[config.mk]
export PLATFORM = sky130hd
export DESIGN_NAME = reg_file
export DESIGN_NICKNAME = d
export VERILOG_FILES = /design/src/rtl/reg_file.sv
export SDC_FILE = /design/constraint.sdc
export NUM_CORES = 1
export LEC_CHECK = 0
export CAP_MARGIN = 25
export CORE_MARGIN = 2
export CORE_UTILIZATION = 56
export DETAILED_ROUTE_END_ITERATION = 8
export HOLD_SLACK_MARGIN = 0.12
export PLACE_DENSITY = 0.79
export SKIP_CTS_REPAIR_TIMING = 1
export SYNTH_ARGS = -nofsm -noshare
export SYNTH_HDL_FRONTEND = slang
export SYNTH_SLANG_ARGS = --single-unit
[constraint.sdc]
create_clock -name CLK -period 1.7 [get_ports CLK]
set_input_delay 0.255 -clock CLK [delete_from_list [all_inputs] [get_ports CLK]]
set_output_delay 0.255 -clock CLK [all_outputs]
set_load 0.03 [all_outputs]
[src/rtl/reg_file.sv]
// 8 x 8 register file feeding the ALU: two combinational read ports, one clocked
// write port, a write-commit pulse and a per-register "written since reset" mask.
module reg_file #(
    parameter int WIDTH = 8,
    parameter int DEPTH = 8,
    parameter int AW    = 3
) (
    input  logic             CLK,
    input  logic             RESET,
    input  logic             WRITE,
    input  logic [AW-1:0]    INADDRESS,
    input  logic [WIDTH-1:0] IN,
    input  logic [AW-1:0]    OUT1ADDRESS,
    input  logic [AW-1:0]    OUT2ADDRESS,
    output logic [WIDTH-1:0] OUT1,
    output logic [WIDTH-1:0] OUT2,
    output logic             WRITE_DONE,
    output logic [DEPTH-1:0] WRITTEN
);

    logic [WIDTH-1:0] regs_q [DEPTH];
    logic [WIDTH-1:0] regs_d [DEPTH];
    logic [DEPTH-1:0] written_q;
    logic [DEPTH-1:0] written_d;
    logic             done_q;
    logic             done_d;

    // IN and INADDRESS are only looked at when WRITE is high, so junk on them
    // during idle cycles never reaches the state.
    always_comb begin
        regs_d    = regs_q;
        written_d = written_q;
        done_d    = 1'b0;
        if (WRITE) begin
            regs_d[INADDRESS]    = IN;
            written_d[INADDRESS] = 1'b1;
            done_d               = 1'b1;
        end
    end

    // Reset wins over a simultaneous write: the write and its done pulse are dropped.
    always_ff @(posedge CLK) begin
        if (RESET) begin
            for (int i = 0; i < DEPTH; i++) begin
                regs_q[i] <= '0;
            end
            written_q <= '0;
            done_q    <= 1'b0;
        end else begin
            regs_q    <= regs_d;
            written_q <= written_d;
            done_q    <= done_d;
        end
    end

    // No write bypass: a read of the address being written shows the old value.
    assign OUT1       = regs_q[OUT1ADDRESS];
    assign OUT2       = regs_q[OUT2ADDRESS];
    assign WRITE_DONE = done_q;
    assign WRITTEN    = written_q;

endmodule
==> Implementation_results.wiki <==
{| class="wikitable"
! Metric !! Value
|-
| Layout cell share with drive strength beyond 1 || between 40% and 50%
|-
| Number of synthesis warnings || 0
|-
| Worst slew margin || 77.5%
|-
| Flip-flop and latch area || 0.00152 mm²
|-
| Cell types with the largest area share after synthesis || sky130_fd_sc_hd__dfxtp_1, sky130_fd_sc_hd__mux4_1, sky130_fd_sc_hd__nand2_1
|-
| Master cell of the clock root buffer || sky130_fd_sc_hd__clkbuf_8
|-
| Max-slew violation total from the final report || 0
|-
| Met2 Resource Use GR || ~45%
|-
| Met1 track demand over resource || between 30% and 40%
|-
| Setup TNS after final layout || -2.05 ns
|-
| Setup skew after layout || 0 ns
|-
| Layout fillers || 431
|-
| Number of setup violations in the final report || 16
|-
| Dominant combinational cell family by area after synthesis || multiplexers
|-
| Synthesized area || 0.00370 mm²
|-
| Worst hold stages || 3
|-
| Worst r2r src || regs_q[24]$_SDFFE_PP0P_
|-
| Most used routing layer in global routing || met2
|-
| Initial antenna violation count || 0
|-
| Wire length of the first global-routing pass || ~15000 µm
|-
| Synthesized-area fraction occupied by and/or/nand/nor cells || 15.7%
|-
| Count of state elements after synthesis || 73
|-
| Distinct cell type count after synthesis || 22
|-
| Hold Path Origin || RESET
|-
| Syn Nets || roughly 380
|-
| Maximum number of pins on one net before global-route repair || 74
|-
| Initial DRT Pass Iterations || 5
|-
| Critical path buffer and inverter count || 1
|-
| Largest stage delay on the critical path || 0.47 ns
|-
| Synth Instances || 357
|-
| Crit Path Category || register to output pin
|-
| Final ANT Viol Nets || 0
|-
| Port Buffers || 44
|-
| Static leakage || 1.78 nW
|-
| Multi-input gate area || 0.00201 mm²
|-
| Full die area || about 0.0073 mm²
|-
| Transition time at the pin with the least slew margin || 0.337 ns
|-
| Slowest cell on the critical path || sky130_fd_sc_hd__mux4_2
|-
| Area of all placed cells without fillers || 0.00469 mm²
|-
| Final routed DRC violation total || 0
|-
| All-Layer GR Usage || 27.4%
|-
| Compound-gate portion of the synthesized area || roughly 5.4%
|-
| Cell area power density || 804 mW/mm²
|-
| Global route overflow || 0
|-
| Maximum fanout encountered on the critical timing path || 3
|-
| Vertical die dimension || 85.3 µm
|-
| Post-synthesis to final-layout area growth || 26.6%
|-
| Syn_area_per_cell || 10.4 µm²
|-
| Final-stage net count || 440
|-
| Latest clock arrival within the worst-skew pair || approximately 0.35 ns
|-
| Placeable core region || ~0.0064 mm²
|-
| R2R Setup Slk || 0.92 ns
|-
| Diode count || 0
|-
| Data arrival time of the worst path || 1.59 ns
|-
| Critical path, cell by cell || mux4_2 > mux2_4 > buf_6
|-
| Fmax || 543 MHz
|-
| Initial Utilization || 58.0%
|-
| Number of global-route vias before repair || between 3000 and 4000
|-
| RD Place Congestion || 0.833
|-
| Setup Slack @ Placement || -0.968 ns
|-
| Total I/O pin count || 45
|-
| Setup slack after layout || -0.140 ns
|-
| Post-synthesis adder-cell area fraction || 0%
|-
| Clock transition at the registers of the reported paths || roughly 0.080 ns
|-
| Reg-to-reg critical path endpoint || regs_q[24]$_SDFFE_PP0P_
|-
| CP Data Required Time || 1.44 ns
|-
| Portion of the clock cycle consumed by the worst path in the final layout || 108%
|-
| Placement Cell Area || 0.00440 mm²
|-
| Clock H-tree levels || 3
|-
| Vias || approximately 3200
|-
| Kind of launch point of the worst setup path || register
|-
| Worst hold path class || input port to register
|-
| GR Util met3 || 5.35%
|-
| Drt total wl || 10400 µm
|-
| Drt first-iter violations || approximately 310
|-
| Longest Clk Path Bufs || 2
|-
| Mux cell area share after synthesis || 33.8%
|-
| Die span in x || 85.3 µm
|-
| Maximum resistive drop on vdd || ~0.61 mV
|-
| Wirelength per Cell || 20.7 µm
|-
| Share of the synthesized area in the top cell type || 39.4%
|-
| Top cell type by total area after synthesis || sky130_fd_sc_hd__dfxtp_1
|-
| Violations in the final reports || negative setup slack
|-
| Result of the run || complete, but fails checks
|-
| Number of cells on the worst reg-to-reg path || 3
|-
| Number of rows created at floorplan || 29
|-
| CTS tree || done
|-
| Hold Crit Endpoint || regs_q[46]$_SDFFE_PP0P_
|-
| Placed wire-length estimate after detailed placement || 6480 µm
|-
| Final hold violations || 0
|-
| Nature of the critical path endpoint || output pin
|-
| Min Tclk post-route || 1.84 ns
|-
| Max-capacitance violation count || 0
|-
| Min Hold Slack || 0.385 ns
|-
| CTS buffer count || 9
|-
| Post-Synth XOR/XNOR Area || 0%
|-
| Setup repair after global routing missed its margin || true
|-
| Dominant delay contributor by cell family on the critical path || multiplexers
|-
| DR vias/cell || 6.38
|-
| Number of sinks on the clock net || 73
|-
| Portion of the post-synthesis area used by sequential elements || roughly 39%
|}
==> layout by cell type, fill, tap and decap left out, types with 18 or more instances in the layout <==
master                            instances
sky130_fd_sc_hd__nand2_1                 80
sky130_fd_sc_hd__dfxtp_2                 46
sky130_fd_sc_hd__a21oi_1                 40
sky130_fd_sc_hd__nor2_1                  40
sky130_fd_sc_hd__buf_4                   40
sky130_fd_sc_hd__mux4_2                  31
sky130_fd_sc_hd__dfxtp_1                 27
sky130_fd_sc_hd__mux2i_1                 24
sky130_fd_sc_hd__clkdlybuf4s50_1         23
sky130_fd_sc_hd__buf_6                   18
==> worst max-delay path by stage <==
| stage | start | to | slack, ns | depth (start not counted) |
|---|---|---|---|---|
| floorplan | OUT1ADDRESS[0] | OUT1[0] | 0.05 | 4 |
| global placement | OUT1ADDRESS[2] | OUT1[1] | -0.96 | 5 |
| detailed placement | OUT2ADDRESS[2] | OUT2[2] | -0.97 | 5 |
| CTS | OUT2ADDRESS[2] | OUT2[2] | -0.97 | 5 |
| global route | regs_q[18]$_SDFFE_PP0P_ | OUT2[2] | -0.17 | 3 |
| finish | regs_q[18]$_SDFFE_PP0P_ | OUT2[2] | -0.14 | 3 |
==> registers in the layout, summed over array words and instances (netlist names) <==
register    flops
WRITTEN         8
WRITE_DONE      1
regs_q         64
==> cell usage after synthesis <==
library cell and count:
sky130_fd_sc_hd__nand2_1 80, sky130_fd_sc_hd__dfxtp_1 73, sky130_fd_sc_hd__a21oi_1 40, sky130_fd_sc_hd__nor2_1 40
sky130_fd_sc_hd__mux4_1 30, sky130_fd_sc_hd__mux2i_1 24, sky130_fd_sc_hd__clkbuf_1 22, sky130_fd_sc_hd__mux2_2 16
sky130_fd_sc_hd__buf_2 7, sky130_fd_sc_hd__and4b_1 3, sky130_fd_sc_hd__buf_1 3, sky130_fd_sc_hd__nand4b_1 3
sky130_fd_sc_hd__nor4bb_1 3, sky130_fd_sc_hd__buf_12 2, sky130_fd_sc_hd__buf_4 2, sky130_fd_sc_hd__buf_6 2
sky130_fd_sc_hd__mux4_2 2, sky130_fd_sc_hd__and4_1 1, sky130_fd_sc_hd__nand4_1 1, sky130_fd_sc_hd__nor2b_1 1
sky130_fd_sc_hd__nor4b_2 1, sky130_fd_sc_hd__or4b_1 1
==> stage by stage <==
step	util (%)	power [mW]	cells
6_report	73.5	3.77	501
3_5_place_dp	68.9	2.27	482
2_1_floorplan	-	2.09	357
3_3_place_gp	68.9	2.26	482
5_1_grt	73.5	3.88	501
4_1_cts	72.2	3.72	497
==> per-layer routing <==
metal	wire length, µm	part of all wire (%)	vias up
met5	0	0	-
met4	517	5.0	0
met3	1000	9.7	58
met2	5080	49	237
met1	3770	36	1525
li1	-	-	1376
==> area by class of cell <==
cell class              count  area share, %
multi-input cells         246           42.8
flip-flops and latches     73           32.4
repair buffers             90           18.3
clock buffers              12           3.09
well taps                  77           2.05
clock inverters             3           1.39
==> worst register-to-register path: stages, from the launching register on <==
cell and delay (ns):
sky130_fd_sc_hd__dfxtp_2 0.33, sky130_fd_sc_hd__buf_4 0.12, sky130_fd_sc_hd__mux2i_1 0.13, sky130_fd_sc_hd__nor2_1 0.07
==> power by group <==
part           total [mW]  switching, mW  internal [mW]
Clock                1.49          0.630          0.858
Combinational       0.500          0.256          0.244
Sequential           1.78         0.0314           1.75
==> kinds of logic (layout without fill, tap and decap cells) <==
family                 count (synthesis)  count (layout)
AO/OA/AOI/OAI                         40              40
buffers and inverters                 38             105
multiplexers                          72              72
flip-flops                            73              73
AND/OR/NAND/NOR                      134             134
Power figures use the tool's default switching activity.
